## src/rtl/fifosync_flex_pkg.sv

```systemverilog
// fifosync_flex_pkg
//   Shared elaboration helpers for the fifosync_flex FIFO family:
//   depth derivation from the address width, occupancy-counter width,
//   and range checking of the almost-full / almost-empty thresholds.
//   No ports; imported by fifosync_flex and fifosync_flex_ram.
package fifosync_flex_pkg;

    // Number of storage entries for a given address width.
    function automatic int depth_of(input int aw);
        return 1 << aw;
    endfunction

    // The counter must represent 0..DEPTH inclusive, hence one extra bit.
    function automatic int cnt_w(input int aw);
        return aw + 1;
    endfunction

    // Threshold levels are meaningful only in the range 0..DEPTH.
    function automatic bit lvl_ok(input int lvl, input int aw);
        return (lvl >= 0) && (lvl <= depth_of(aw));
    endfunction

endpackage

```

## src/rtl/fifosync_flex_ram.sv

```systemverilog
// fifosync_flex_ram
//   Simple dual-port DW x DEPTH storage array for fifosync_flex.
//   Synchronous write. Read port is registered in standard mode and
//   asynchronous when FIFOSYNC_FWFT_EN is defined. The array itself is
//   never reset; only the standard-mode output register is.
// Ports
//   clk    in  1   clock
//   rst    in  1   async active-high reset (output register only)
//   we     in  1   write enable
//   waddr  in  AW  write address
//   wdata  in  DW  write data
//   re     in  1   read enable (loads output register, standard mode)
//   raddr  in  AW  read address
//   rdata  out DW  read data
// Configuration macro: FIFOSYNC_FWFT_EN
module fifosync_flex_ram
    import fifosync_flex_pkg::*;
#(
    parameter int DW = 32,
    parameter int AW = 6
) (
    input  logic          clk,
    input  logic          rst,
    input  logic          we,
    input  logic [AW-1:0] waddr,
    input  logic [DW-1:0] wdata,
    input  logic          re,
    input  logic [AW-1:0] raddr,
    output logic [DW-1:0] rdata
);

    localparam int DEPTH = depth_of(AW);

    logic [DW-1:0] mem_r [0:DEPTH-1];

    // Storage write port.
    always_ff @(posedge clk) begin
        if (we) begin
            mem_r[waddr] <= wdata;
        end
    end

`ifdef FIFOSYNC_FWFT_EN
    // Reset and read enable play no role when the head word is shown combinationally.
    logic unused_s;
    assign unused_s = rst ^ re;
    assign rdata    = mem_r[raddr];
`else
    logic [DW-1:0] rdata_r;

    // Registered read port: holds its value except on an accepted pop.
    always_ff @(posedge clk or posedge rst) begin
        if (rst) begin
            rdata_r <= {DW{1'b0}};
        end else if (re) begin
            rdata_r <= mem_r[raddr];
        end
    end

    assign rdata = rdata_r;
`endif

endmodule

```

## src/rtl/fifosync_flex.sv

```systemverilog
// fifosync_flex
//   Parametrised single-clock FIFO with occupancy count, programmable
//   almost-full / almost-empty levels, sticky overflow / underflow flags,
//   synchronous flush (clr) and a read-valid strobe.
// Ports
//   clk          in  1     clock (rising edge)
//   rst          in  1     async active-high reset
//   clr          in  1     synchronous flush, overrides wr_en/rd_en
//   wr_en        in  1     push request
//   wr_data      in  DW    push data
//   rd_en        in  1     pop request
//   rd_data      out DW    popped word (std) / head word (FWFT)
//   rd_valid     out 1     rd_data freshly popped (std) / FIFO non-empty (FWFT)
//   full         out 1     count == DEPTH
//   empty        out 1     count == 0
//   almost_full  out 1     free slots <= AF_LVL
//   almost_empty out 1     count <= AE_LVL
//   count        out AW+1  occupancy
//   overflow     out 1     sticky: push attempted while full
//   underflow    out 1     sticky: pop attempted while empty
// Configuration macro: FIFOSYNC_FWFT_EN selects first-word-fall-through reads.
module fifosync_flex
    import fifosync_flex_pkg::*;
#(
    parameter int DW     = 32,
    parameter int AW     = 6,
    parameter int AF_LVL = 4,
    parameter int AE_LVL = 4
) (
    input  logic          clk,
    input  logic          rst,
    input  logic          clr,
    input  logic          wr_en,
    input  logic [DW-1:0] wr_data,
    input  logic          rd_en,
    output logic [DW-1:0] rd_data,
    output logic          rd_valid,
    output logic          full,
    output logic          empty,
    output logic          almost_full,
    output logic          almost_empty,
    output logic [AW:0]   count,
    output logic          overflow,
    output logic          underflow
);

    localparam int DEPTH = depth_of(AW);
    localparam int CW    = cnt_w(AW);

    localparam logic [CW-1:0] DEPTH_C = CW'(DEPTH);
    localparam logic [CW-1:0] AF_C    = CW'(AF_LVL);
    localparam logic [CW-1:0] AE_C    = CW'(AE_LVL);

    if (!lvl_ok(AF_LVL, AW)) begin : g_af_bad
        $error("fifosync_flex: AF_LVL must lie within 0..DEPTH");
    end
    if (!lvl_ok(AE_LVL, AW)) begin : g_ae_bad
        $error("fifosync_flex: AE_LVL must lie within 0..DEPTH");
    end

    logic [AW-1:0] wr_ptr_r;
    logic [AW-1:0] rd_ptr_r;
    logic [CW-1:0] cnt_r;
    logic          ovf_r;
    logic          udf_r;
    logic          wr_acc_s;
    logic          rd_acc_s;

    // Status flags derive only from the registered count.
    assign full         = (cnt_r == DEPTH_C);
    assign empty        = (cnt_r == {CW{1'b0}});
    assign almost_full  = ((DEPTH_C - cnt_r) <= AF_C);
    assign almost_empty = (cnt_r <= AE_C);
    assign count        = cnt_r;
    assign overflow     = ovf_r;
    assign underflow    = udf_r;

    // A flush suppresses both ports so nothing moves in the flush cycle.
    assign wr_acc_s = wr_en && !full  && !clr;
    assign rd_acc_s = rd_en && !empty && !clr;

    // Pointer and occupancy bookkeeping.
    always_ff @(posedge clk or posedge rst) begin
        if (rst) begin
            wr_ptr_r <= {AW{1'b0}};
            rd_ptr_r <= {AW{1'b0}};
            cnt_r    <= {CW{1'b0}};
        end else if (clr) begin
            wr_ptr_r <= {AW{1'b0}};
            rd_ptr_r <= {AW{1'b0}};
            cnt_r    <= {CW{1'b0}};
        end else begin
            if (wr_acc_s) begin
                wr_ptr_r <= wr_ptr_r + AW'(1);
            end
            if (rd_acc_s) begin
                rd_ptr_r <= rd_ptr_r + AW'(1);
            end
            if (wr_acc_s && !rd_acc_s) begin
                cnt_r <= cnt_r + CW'(1);
            end else if (rd_acc_s && !wr_acc_s) begin
                cnt_r <= cnt_r - CW'(1);
            end
        end
    end

    // Sticky error flags; only reset or flush clears them.
    always_ff @(posedge clk or posedge rst) begin
        if (rst) begin
            ovf_r <= 1'b0;
            udf_r <= 1'b0;
        end else if (clr) begin
            ovf_r <= 1'b0;
            udf_r <= 1'b0;
        end else begin
            if (wr_en && full) begin
                ovf_r <= 1'b1;
            end
            if (rd_en && empty) begin
                udf_r <= 1'b1;
            end
        end
    end

`ifdef FIFOSYNC_FWFT_EN
    // Head word is always presented while anything is stored.
    assign rd_valid = !empty;
`else
    logic rd_valid_r;

    // One-cycle strobe following each accepted pop.
    always_ff @(posedge clk or posedge rst) begin
        if (rst) begin
            rd_valid_r <= 1'b0;
        end else if (clr) begin
            rd_valid_r <= 1'b0;
        end else begin
            rd_valid_r <= rd_acc_s;
        end
    end

    assign rd_valid = rd_valid_r;
`endif

    fifosync_flex_ram #(
        .DW (DW),
        .AW (AW)
    ) u_ram (
        .clk   (clk),
        .rst   (rst),
        .we    (wr_acc_s),
        .waddr (wr_ptr_r),
        .wdata (wr_data),
        .re    (rd_acc_s),
        .raddr (rd_ptr_r),
        .rdata (rd_data)
    );

endmodule

```

## config.mk

```make
export PLATFORM = sky130hd
export DESIGN_NAME = fifosync_flex
export DESIGN_NICKNAME = d
export VERILOG_FILES = /design/src/rtl/fifosync_flex_pkg.sv /design/src/rtl/fifosync_flex_ram.sv /design/src/rtl/fifosync_flex.sv
export SDC_FILE = /design/constraint.sdc
export NUM_CORES = 2
export LEC_CHECK = 0
export ABC_AREA = 1
export CAP_MARGIN = 25
export CORE_UTILIZATION = 45
export DETAILED_ROUTE_END_ITERATION = 12
export GPL_TIMING_DRIVEN = 1
export PLACE_DENSITY = 0.65
export RECOVER_POWER = 100
export SYNTH_ARGS = -nofsm -noshare
export SYNTH_HDL_FRONTEND = slang
export SYNTH_SLANG_ARGS = --single-unit
```

## constraint.sdc

```tcl
create_clock -name clk -period 4.45 [get_ports clk]
set_clock_uncertainty 0.2 [all_clocks]
set_input_delay 0.89 -clock clk [delete_from_list [all_inputs] [get_ports clk]]
set_output_delay 0.89 -clock clk [all_outputs]
set_load 0.05 [all_outputs]
```

==> flow_summary.json <==
{
  "yosysUniqueCellTypes": 33,
  "ant_nets": 0,
  "hpwl_um": 133000,
  "die_w_um": 444,
  "cts_tree": "yes",
  "r2r_start": "count[2]$_DFFE_PP0P_",
  "post-route-period-util_pct": 97.5,
  "overflow": 0,
  "yosysWarnings": 0,
  "drc": 0,
  "antenna_found_initial": 16,
  "cts_htree_levels": 4,
  "syn_nets": 8153,
  "cp-startpoint": "count[2]$_DFFE_PP0P_",
  "worstSetupPathType": "reg2reg",
  "r2r_end": "u_ram.mem_r[62][9]$_DFFE_PP_",
  "synth_top_area_share_pct": 70.0,
  "syn_to_final_growth_pct": 11.8,
  "coreArea_mm2": 0.193,
  "numCtsBuffers": 211,
  "cts.sinks": 2102,
  "cts_setup_buffers": 0,
  "cts_root_buf": "clkbuf_16",
  "final_cells": 10900,
  "cts.path.max_buffers": 3,
  "ys_ff_latch": 2102,
  "cts_hold_buf": 0,
  "vias": 58200,
  "num_rows": 161,
  "period_needed_ns": 4.34,
  "worstMarginPinSlew_ns": 3.97,
  "reg2reg_slack_ns": 0.11,
  "finalSetupViolCount": 0,
  "port_buffers": 82,
  "max-cap-violations": 37,
  "synth_largest_area_cell": "edfxtp_1",
  "start_util_pct": 45.5,
  "via_per_inst": 5.35,
  "hold_path_depth": 1,
  "arrival_ns": 4.59,
  "cts_resized": 0,
  "ios": 83,
  "hold_viol": 0,
  "synth-seq-area-share_pct": 71.5,
  "power.density_mw_per_mm2": 489,
  "dr.pass1.iters": 6,
  "max_freq_ghz": 0.230,
  "clk_latency_ns": 0.85,
  "dieArea_mm2": 0.197,
  "drt-initial-drc-count": 6804,
  "violations": "max-capacitance violations, max-slew violations",
  "rsz0062_at_grt": "false",
  "layout-drive-gt1-share_pct": 6.10,
  "grt_max_degree": 173,
  "path_clk_slew_ns": 0.06,
  "slowest_delay_ns": 1.04,
  "critPathSlowestCell": "nor2_1",
  "required_ns": 4.70,
  "wire_per_inst_um": 21.7,
  "critPathMaxFanout": 22,
  "status": "finished, violations left",
  "fin_nets": 8216,
  "track_usage_pct": 23.6,
  "finalSetupTns_ns": 0,
  "cp_common_cell": "nor2_1",
  "worstRegToRegCells": 8,
  "hold_class": "in2reg",
  "die_y_um": 444,
  "grt_pass1_vias": 55500,
  "cp-end-kind": "flop",
  "vdd_drop_max_mv": 0.488,
  "grt_pass1_wl_um": 350000,
  "fin_hold_ws_ns": 0.266,
  "drt_wl_total_um": 236000,
  "dp_cells": 10500,
  "hp-start": "wr_data[26]",
  "netlist_instances": 8107,
  "power.leakage_nw": 37.8,
  "globalplace.congestion": 0.856,
  "holdPathEnd": "u_ram.mem_r[33][26]$_DFFE_PP_",
  "crit_chain": "inv_1 -> nand3_2 -> o211ai_1 -> nor2_1 -> nand3_1 -> clkbuf_1 -> nor2_1 -> clkbuf_2",
  "slew_violations": 1490,
  "synth_area_mm2": 0.0879,
  "syn_avg_cell_area_um2": 10.8,
  "startpoint_type": "flop",
  "relSlewSlack_pct": -164,
  "synth_area_leaders": "edfxtp_1, nand2_1, nand3_1"
}
through the flow:
step	util (%)	area [µm²]	total power [mW]	setup WS, ns
floorplan	-	87900	28.2	0.411
CTS	51.3	99000	48.3	0.305
finish	50.8	98200	48.0	0.110
global route	50.8	98200	49.7	0.0856
global placement	47.8	92400	31.0	0.774
detailed placement	47.8	92400	31.1	0.733
Yosys cell counts (all sizes together):
cell	instances
o21ai	310
and3	1
xor2	3
nand2	2730
nand3b	1
a221oi	1
clkbuf	126
a21oi	136
fa	1
xnor2	1
nor3	6
clkinv	2
buf	311
or2	15
inv	637
nand4	3
edfxtp	2048
o22ai	7
dfrtp	54
ha	8
nor2	841
o21bai	1
nand3	846
o211ai	18
logic make-up after synthesis:
group                      after synthesis  share of synthesized area [%]
buffers and inverters                 1076                           5.25
AOI/OAI and AO/OA                      473                           2.76
xor gates and xnor gates                 4                         0.0399
adders and majority gates                9                          0.137
DFF                                   2102                           71.5
and+or+nand+nor                       4443                           20.3
registers in the layout, summed over array words and instances (netlist names):
signal / cells
count: 7
overflow: 1
rd_ptr_r: 6
rd_valid: 1
u_ram.mem_r: 2048
u_ram.rdata: 32
underflow: 1
wr_ptr_r: 6
critical path, delay by kind of cell (launching register included):
family | cells | cell delay [ns]
AOI/OAI and AO/OA | 1 | 0.21
buffers and inverters | 3 | 1.39
DFF | 1 | 0.45
and+or+nand+nor | 4 | 1.66
layer usage:
layer	vias to the layer above	global-route usage, %	wire length, µm
li1	27100	-	-
met1	28300	32.2	97000
met4	0	8.16	7700
met5	-	0	0
met2	2360	38.4	112000
met3	409	3.70	19000
cells in the final DEF (no fill, tap or decap), drive strengths merged, types with 7 or more instances in the layout:
cell         synthesis  final
nand2             2730   2730
edfxtp            2048   2048
nand3              846    846
nor2               841    841
inv                637    646
clkbuf             126    386
o21ai              310    310
a21oi              136    136
clkinv               2    112
buf                311    100
dfrtp               54     54
dlygate4sd3          0     46
o211ai              18     18
bufinv               0     16
or2                 15     15
ha                   8      8
o22ai                7      7
power breakdown:
group          internal, mW  switching [mW]  total (mW)
clock                  9.79            7.52        17.3
sequential             22.0           0.218        22.2
combinational          2.22            6.27        8.49
total                  34.0            14.0        48.0
how the worst max path moves through the flow:
stage | to | slack (ns)
after CTS | almost_full | 0.30
after global placement | u_ram.mem_r[60][22]$_DFFE_PP_ | 0.77
after global routing | u_ram.rdata[11]$_DFFE_PP0P_ | 0.09
after floorplan | almost_full | 0.41
after detailed placement | u_ram.mem_r[60][9]$_DFFE_PP_ | 0.73
final | u_ram.mem_r[62][9]$_DFFE_PP_ | 0.11
area by class of cell:
class                           instances  area (µm²)
Clock inverter                        140        1130
Tap cell                             2526        3160
Multi-Input combinational cell       4929       20700
Timing Repair Buffer                  287        2390
Antenna cell                            4        10.0
Inverter                              639        2420
Sequential cell                      2102       62900
Fill cell                           16800       95000
Clock buffer                          249        5550
No activity file was read; power rests on OpenSTA's default activity.
